File: src/rtl/vga_pkg.sv
// vga_pkg
// Shared 640x480@60Hz timing constants for the raster generator and the
// text display that consumes its coordinates.
// Contents:
//   VGA_H_* / VGA_V_*  : active, porch and sync lengths plus line/frame totals
//   VGA_COORD_W        : width of pixel_x / pixel_y (10 bits covers 0..799)
//   VGA_DIV_W          : width of the pixel-tick divider count (PIX_DIV <= 16)
//   VGA_SYNC_POL       : asserted sync level (0 = active-low)
//   in_window()        : half-open range test used by the sync decode
package vga_pkg;

  localparam int VGA_H_ACTIVE = 640;
  localparam int VGA_H_FP     = 16;
  localparam int VGA_H_SYNC   = 96;
  localparam int VGA_H_BP     = 48;
  localparam int VGA_H_TOTAL  = VGA_H_ACTIVE + VGA_H_FP + VGA_H_SYNC + VGA_H_BP;

  localparam int VGA_V_ACTIVE = 480;
  localparam int VGA_V_FP     = 10;
  localparam int VGA_V_SYNC   = 2;
  localparam int VGA_V_BP     = 33;
  localparam int VGA_V_TOTAL  = VGA_V_ACTIVE + VGA_V_FP + VGA_V_SYNC + VGA_V_BP;

  localparam int VGA_COORD_W  = 10;
  localparam int VGA_DIV_W    = 4;
  localparam bit VGA_SYNC_POL = 1'b0;

  // True when lo <= v < hi.
  function automatic logic in_window(input logic [VGA_COORD_W-1:0] v,
                                     input logic [VGA_COORD_W-1:0] lo,
                                     input logic [VGA_COORD_W-1:0] hi);
    return (v >= lo) && (v < hi);
  endfunction

endpackage

File: src/rtl/vga_pix_tick_div.sv
// vga_pix_tick_div
// Divides the system clock down to the pixel rate. pix_tick is a one-clk
// pulse once every PIX_DIV clocks; with PIX_DIV = 1 it stays high.
// Ports:
//   clk      : system clock
//   rst      : synchronous active-high reset
//   pix_tick : one-clk pixel-period strobe (low during reset)
module vga_pix_tick_div
  import vga_pkg::*;
#(
  parameter int PIX_DIV = 4
) (
  input  logic clk,
  input  logic rst,
  output logic pix_tick
);

  localparam logic [VGA_DIV_W-1:0] DIV_LAST = VGA_DIV_W'(PIX_DIV - 1);

  logic [VGA_DIV_W-1:0] div_cnt_q;
  logic [VGA_DIV_W-1:0] div_cnt_d;
  logic                 pix_tick_q;

  always_comb begin
    div_cnt_d = (div_cnt_q == DIV_LAST) ? '0 : div_cnt_q + 1'b1;
  end

  // The strobe is registered off the terminal count so it is glitch-free
  // and held low in reset even when PIX_DIV = 1; the first strobe lands
  // PIX_DIV clocks after reset is released.
  always_ff @(posedge clk) begin
    if (rst) begin
      div_cnt_q  <= '0;
      pix_tick_q <= 1'b0;
    end else begin
      div_cnt_q  <= div_cnt_d;
      pix_tick_q <= (div_cnt_q == DIV_LAST);
    end
  end

  assign pix_tick = pix_tick_q;

endmodule

File: src/rtl/vga_timing_gen.sv
// vga_timing_gen
// 640x480@60Hz raster timing: pixel coordinates, video_on, line/frame
// strobes and hsync/vsync. Sync is delayed SYNC_DELAY pixel ticks behind
// the coordinates so it lines up with the display's registered RGB.
// Ports:
//   clk         : system clock
//   rst         : synchronous active-high reset
//   pix_tick    : one-clk pulse per pixel period
//   pixel_x/y   : current horizontal / vertical count
//   video_on    : inside the visible area
//   hsync/vsync : sync outputs, asserted level SYNC_POL
//   line_start  : high for the pixel period where pixel_x == 0
//   frame_start : high for the pixel period where pixel_x == 0 and pixel_y == 0
module vga_timing_gen
  import vga_pkg::*;
#(
  parameter int H_ACTIVE   = VGA_H_ACTIVE,
  parameter int H_FP       = VGA_H_FP,
  parameter int H_SYNC     = VGA_H_SYNC,
  parameter int H_BP       = VGA_H_BP,
  parameter int V_ACTIVE   = VGA_V_ACTIVE,
  parameter int V_FP       = VGA_V_FP,
  parameter int V_SYNC     = VGA_V_SYNC,
  parameter int V_BP       = VGA_V_BP,
  parameter bit SYNC_POL   = VGA_SYNC_POL,
  parameter int PIX_DIV    = 4,
  parameter int SYNC_DELAY = 1
) (
  input  logic                   clk,
  input  logic                   rst,
  output logic                   pix_tick,
  output logic [VGA_COORD_W-1:0] pixel_x,
  output logic [VGA_COORD_W-1:0] pixel_y,
  output logic                   video_on,
  output logic                   hsync,
  output logic                   vsync,
  output logic                   line_start,
  output logic                   frame_start
);

  localparam int H_TOTAL = H_ACTIVE + H_FP + H_SYNC + H_BP;
  localparam int V_TOTAL = V_ACTIVE + V_FP + V_SYNC + V_BP;

  localparam logic [VGA_COORD_W-1:0] H_LAST   = VGA_COORD_W'(H_TOTAL - 1);
  localparam logic [VGA_COORD_W-1:0] V_LAST   = VGA_COORD_W'(V_TOTAL - 1);
  localparam logic [VGA_COORD_W-1:0] H_VIS    = VGA_COORD_W'(H_ACTIVE);
  localparam logic [VGA_COORD_W-1:0] V_VIS    = VGA_COORD_W'(V_ACTIVE);
  localparam logic [VGA_COORD_W-1:0] HS_START = VGA_COORD_W'(H_ACTIVE + H_FP);
  localparam logic [VGA_COORD_W-1:0] HS_END   = VGA_COORD_W'(H_ACTIVE + H_FP + H_SYNC);
  localparam logic [VGA_COORD_W-1:0] VS_START = VGA_COORD_W'(V_ACTIVE + V_FP);
  localparam logic [VGA_COORD_W-1:0] VS_END   = VGA_COORD_W'(V_ACTIVE + V_FP + V_SYNC);

  if (PIX_DIV < 1 || PIX_DIV > 16) begin : g_bad_pix_div
    $error("vga_timing_gen: PIX_DIV must be in 1..16");
  end
  if (SYNC_DELAY < 0 || SYNC_DELAY > 3) begin : g_bad_sync_delay
    $error("vga_timing_gen: SYNC_DELAY must be in 0..3");
  end
  if (H_TOTAL > (1 << VGA_COORD_W) || V_TOTAL > (1 << VGA_COORD_W)) begin : g_bad_totals
    $error("vga_timing_gen: line or frame total exceeds coordinate width");
  end

  logic                   pix_tick_w;
  logic [VGA_COORD_W-1:0] h_cnt_q, h_cnt_d;
  logic [VGA_COORD_W-1:0] v_cnt_q, v_cnt_d;
  logic [VGA_COORD_W-1:0] pixel_x_q, pixel_y_q;
  logic                   video_on_q, video_on_d;
  logic                   line_start_q, line_start_d;
  logic                   frame_start_q, frame_start_d;
  logic                   hs_level, vs_level;
  logic [SYNC_DELAY:0]    hs_pipe_q, vs_pipe_q;

  vga_pix_tick_div #(
    .PIX_DIV(PIX_DIV)
  ) u_div (
    .clk     (clk),
    .rst     (rst),
    .pix_tick(pix_tick_w)
  );

  // Decode of the current count and the next count. The frame wrap happens
  // on the same tick as the last line wrap, so there is never a dead pixel.
  always_comb begin
    h_cnt_d       = (h_cnt_q == H_LAST) ? '0 : h_cnt_q + 1'b1;
    v_cnt_d       = v_cnt_q;
    if (h_cnt_q == H_LAST) begin
      v_cnt_d = (v_cnt_q == V_LAST) ? '0 : v_cnt_q + 1'b1;
    end
    video_on_d    = (h_cnt_q < H_VIS) && (v_cnt_q < V_VIS);
    line_start_d  = (h_cnt_q == '0);
    frame_start_d = (h_cnt_q == '0) && (v_cnt_q == '0);
    hs_level      = in_window(h_cnt_q, HS_START, HS_END) ? SYNC_POL : ~SYNC_POL;
    vs_level      = in_window(v_cnt_q, VS_START, VS_END) ? SYNC_POL : ~SYNC_POL;
  end

  // On each pixel tick the output registers take the decode of the count
  // and the count advances. Sync stage 0 is aligned with pixel_x; each
  // further stage adds one pixel of lag, and the last stage drives the pin.
  always_ff @(posedge clk) begin
    if (rst) begin
      h_cnt_q       <= '0;
      v_cnt_q       <= '0;
      pixel_x_q     <= '0;
      pixel_y_q     <= '0;
      video_on_q    <= 1'b0;
      line_start_q  <= 1'b0;
      frame_start_q <= 1'b0;
      hs_pipe_q     <= {(SYNC_DELAY + 1){~SYNC_POL}};
      vs_pipe_q     <= {(SYNC_DELAY + 1){~SYNC_POL}};
    end else if (pix_tick_w) begin
      h_cnt_q       <= h_cnt_d;
      v_cnt_q       <= v_cnt_d;
      pixel_x_q     <= h_cnt_q;
      pixel_y_q     <= v_cnt_q;
      video_on_q    <= video_on_d;
      line_start_q  <= line_start_d;
      frame_start_q <= frame_start_d;
      hs_pipe_q[0]  <= hs_level;
      vs_pipe_q[0]  <= vs_level;
      for (int k = 1; k <= SYNC_DELAY; k++) begin
        hs_pipe_q[k] <= hs_pipe_q[k-1];
        vs_pipe_q[k] <= vs_pipe_q[k-1];
      end
    end
  end

  assign pix_tick    = pix_tick_w;
  assign pixel_x     = pixel_x_q;
  assign pixel_y     = pixel_y_q;
  assign video_on    = video_on_q;
  assign line_start  = line_start_q;
  assign frame_start = frame_start_q;
  assign hsync       = hs_pipe_q[SYNC_DELAY];
  assign vsync       = vs_pipe_q[SYNC_DELAY];

endmodule

File: config.mk
export PLATFORM = sky130hd
export DESIGN_NAME = vga_timing_gen
export DESIGN_NICKNAME = d
export VERILOG_FILES = /design/src/rtl/vga_pkg.sv /design/src/rtl/vga_pix_tick_div.sv /design/src/rtl/vga_timing_gen.sv
export SDC_FILE = /design/constraint.sdc
export NUM_CORES = 1
export LEC_CHECK = 0
export ABC_AREA = 1
export CORE_MARGIN = 4
export CORE_UTILIZATION = 49
export CTS_CLUSTER_DIAMETER = 40
export DETAILED_ROUTE_END_ITERATION = 7
export PLACE_DENSITY = 0.74
export REMOVE_ABC_BUFFERS = 1
export SLEW_MARGIN = 0
export SYNTH_ARGS = -nofsm -noshare
export SYNTH_HDL_FRONTEND = slang
export SYNTH_HIERARCHICAL = 1
export SYNTH_SLANG_ARGS = --single-unit
File: constraint.sdc
create_clock -name clk -period 1.3 [get_ports clk]
set_input_delay 0.26 -clock clk [delete_from_list [all_inputs] [get_ports clk]]
set_output_delay 0.26 -clock clk [all_outputs]
set_load 0.02 [all_outputs]
==> summary.txt <==
Setup violations, final - 6
RSZ-0062 raised after global routing - yes
Hold-fix buffers at CTS - 0
Clock Path Buffers - 2
Area Overhead vs Synth - 34.4%
Hold Crit Class - flop to flop
Antenna viol nets, final - 0
Vias in the first global route - 2121
PD cells - 951 nW/um^2
Setup tns final - -0.0922 ns
First-pass GRT wire length - 9540 um
Vias - 2266
Input/output buffers - 27
Required @ worst endpoint - 1.55 ns
Row count - 24
Hold path depth - 2
Final Cycle Share - 102%
Synth area leader - dfxtp_1
# diodes - 0
Via density - 5.27
Cells after DPL - 421
Clock Latency Late Sink - 0.31 ns
Unique masters post-synth - 29
Fin worst setup slack - -0.0298 ns
Leakage - 1.35 nW
R2r setup slk - -0.03 ns
R2R depth - 7
Place WS - -0.100 ns
Layout Skew - 0.00542 ns
Postcts setup bufs - 0
GP Congestion - 0.878
Crit. End Element - flop
Fmax - 752 MHz
Mapped Avg Cell Area - 7.39 um^2
Worst-path clk slew - 0.09 ns
CTS tree - done
First-pass DRT Iterations - 4
Worst hold slack - 0.463 ns
Die height - 76.9 um
Post-synth top area share - 44.7%
Share of layout cells above drive strength 1 - 27.0%
Crit path max fanout - 6
Fillers - 350
Crit start category - flop
GRT busiest layer - met2
Core area - 4470 um^2
Final hold violations - 0
Final net count - 384
Yosys warnings - 6
M3 GR Usage - 4.68%
Status - complete, but fails checks
Max Cap Viol - 0
Crit path to - v_cnt_q[5]$_SDFFE_PP0P_
Netlist Area Pre-Place - 2330 um^2
CTS Sinks - 52
Violated checks - setup timing
Sequential share of the synthesized area - 44.7%
Design area - 3130 um^2
Register area - 1050 um^2
GR Overflow Total - 0
Multi-input gate area - 1240 um^2
Area after DPL - 2880 um^2
Final WL - 5870 um
CTS buffer count - 5
Initial core utilization - 52.0%
Critical path launch point - h_cnt_q[0]$_SDFFE_PP0P_
Antenna violations before repair - 0
Clock tree root buffer cell - clkbuf_8
Reg-to-reg endpoint - v_cnt_q[5]$_SDFFE_PP0P_
Final Non-Filler Cells - 430
Pin count of the biggest net entering global routing - 28
Reg-to-Reg Start - h_cnt_q[0]$_SDFFE_PP0P_
Max Slew Vio Count - 0
Grt met2 use - 31.7%
1st-iter DRT viols - 179
Top cells by area, synth - dfxtp_1 45%, nand2_1 11%, nor2_1 6.3%
Tmin final - 1.33 ns
Gr usage total - 19.6%
Num ports - 28
Relative slew slack - 71.9%
Detailed Place HPWL - 3980 um
Crit path kind - flop to flop
M1 GR Usage - 25.2%
DRC Markers - 0
Routed len/inst - 13.6 um
Die X - 76.9 um
Gate count of the mapped netlist - 315
H-tree Lvls - 2
Measured slew at the worst slew-check pin - 0.419 ns
Die area - 5920 um^2
Critical path arrival - 1.58 ns
Seq cells post-synth - 52
Maximum vdd drop - 0.817 mV
[stage by stage]
step | utilization (%) | power [mW]
after detailed placement | 64.5 | 1.93
after floorplan | - | 1.81
final | 69.9 | 2.98
after global routing | 69.9 | 3.10
after CTS | 68.0 | 3.00
after global placement | 64.5 | 1.92
[final cells by class]
| class | count | area share, % |
|---|---|---|
| clock buffer | 6 | 2.32 |
| tap | 52 | 2.08 |
| inverter | 34 | 4.16 |
| timing repair buffer | 65 | 17.0 |
| multi-input combinational | 219 | 39.7 |
| sequential | 52 | 33.6 |
| clock inverter | 2 | 1.12 |
[what timing repair did]
action / CTS / global route
pin swaps: 3 / 11
resized for setup: 47 / 31
gates cloned: 1 / 0
endpoints found under the hold margin: 0 / 0
endpoints found under the setup margin: 39 / 18
[worst max-delay path, cell delays in order, from the launching register on]
cell and delay [ns]:
dfxtp_2 0.36, ha_4 0.15, nand2_4 0.05, nor2_4 0.16, inv_4 0.09, nor2_4 0.22
nand3_2 0.10, a21oi_2 0.13
[worst min path at each step]
stage                                   start                         to
floorplan                                 rst    v_cnt_q[4]$_SDFFE_PP0P_
global placement    vs_pipe_q[1]$_SDFFE_PP1P_  vs_pipe_q[1]$_SDFFE_PP1P_
detailed placement  hs_pipe_q[1]$_SDFFE_PP1P_  hs_pipe_q[1]$_SDFFE_PP1P_
CTS                   pixel_x[4]$_SDFFE_PP0P_    pixel_x[4]$_SDFFE_PP0P_
global route          pixel_x[3]$_SDFFE_PP0P_    pixel_x[3]$_SDFFE_PP0P_
finish                pixel_x[4]$_SDFFE_PP0P_    pixel_x[4]$_SDFFE_PP0P_
[state kept, by name (all words and copies together) (netlist names)]
signal,cells
vs_pipe_q,2
video_on,1
h_cnt_q,10
frame_start,1
u_div/div_cnt_q,4
hs_pipe_q,2
line_start,1
v_cnt_q,10
u_div/pix_tick,1
pixel_x,10
pixel_y,10
[placed cells by master (no fill, tap or decap), drive strengths merged]
cell type / netlist / routed
nand3b: 1 / 1
ha: 5 / 5
a21oi: 31 / 31
buf: 4 / 38
dfxtp: 52 / 52
or2: 1 / 1
nor3: 7 / 7
dlygate4sd2: 0 / 24
a211oi: 2 / 2
o21ai: 19 / 19
nor2: 41 / 42
bufinv: 0 / 1
o22ai: 1 / 1
clkdlybuf4s50: 0 / 1
nand4: 7 / 7
clkinv: 0 / 1
clkdlybuf4s15: 0 / 2
nor3b: 1 / 1
nand2: 74 / 74
o211ai: 1 / 1
xor2: 2 / 2
inv: 34 / 34
clkbuf: 7 / 6
nand3: 25 / 25
[routing by layer]
metal / up-vias / wire [um]
li1: 1153 / -
met1: 1048 / 2760
met2: 54 / 2780
met3: 11 / 224
met4: 0 / 102
met5: - / 0
[synthesized netlist by cell type]
library cell,number
a21oi_2,4
nor3b_1,1
nand3_1,20
or2_0,1
inv_2,2
inv_1,31
buf_12,1
o21ai_0,15
o211ai_1,1
inv_4,1
dfxtp_1,52
o21ai_1,4
nand3_2,5
xor2_1,2
a21oi_1,27
nor2_1,39
buf_1,2
buf_6,1
nor2_4,1
nand4_1,7
clkbuf_1,7
nand2_2,5
ha_1,5
nand3b_1,1
nor2_8,1
a211oi_1,2
o22ai_1,1
nand2_1,69
nor3_1,7
[power breakdown]
group | total [mW] | switching, mW | leakage [nW] | internal (mW)
sequential | 1.66 | 0.0246 | 0.425 | 1.63
combinational | 0.218 | 0.135 | 0.873 | 0.0830
clock | 1.10 | 0.528 | 0.0552 | 0.572
total | 2.98 | 0.688 | 1.35 | 2.29
[logic make-up after synthesis]
logic type                 after synthesis  share of synthesized area [%]
AOI/OAI and AO/OA                       54                           12.6
xor gates and xnor gates                 2                          0.752
adders and majority gates                5                           2.69
buffers and inverters                   45                           8.38
and+or+nand+nor                        157                           30.8
DFF                                     52                           44.7
Note: power is estimated with default switching activity, not from simulation.
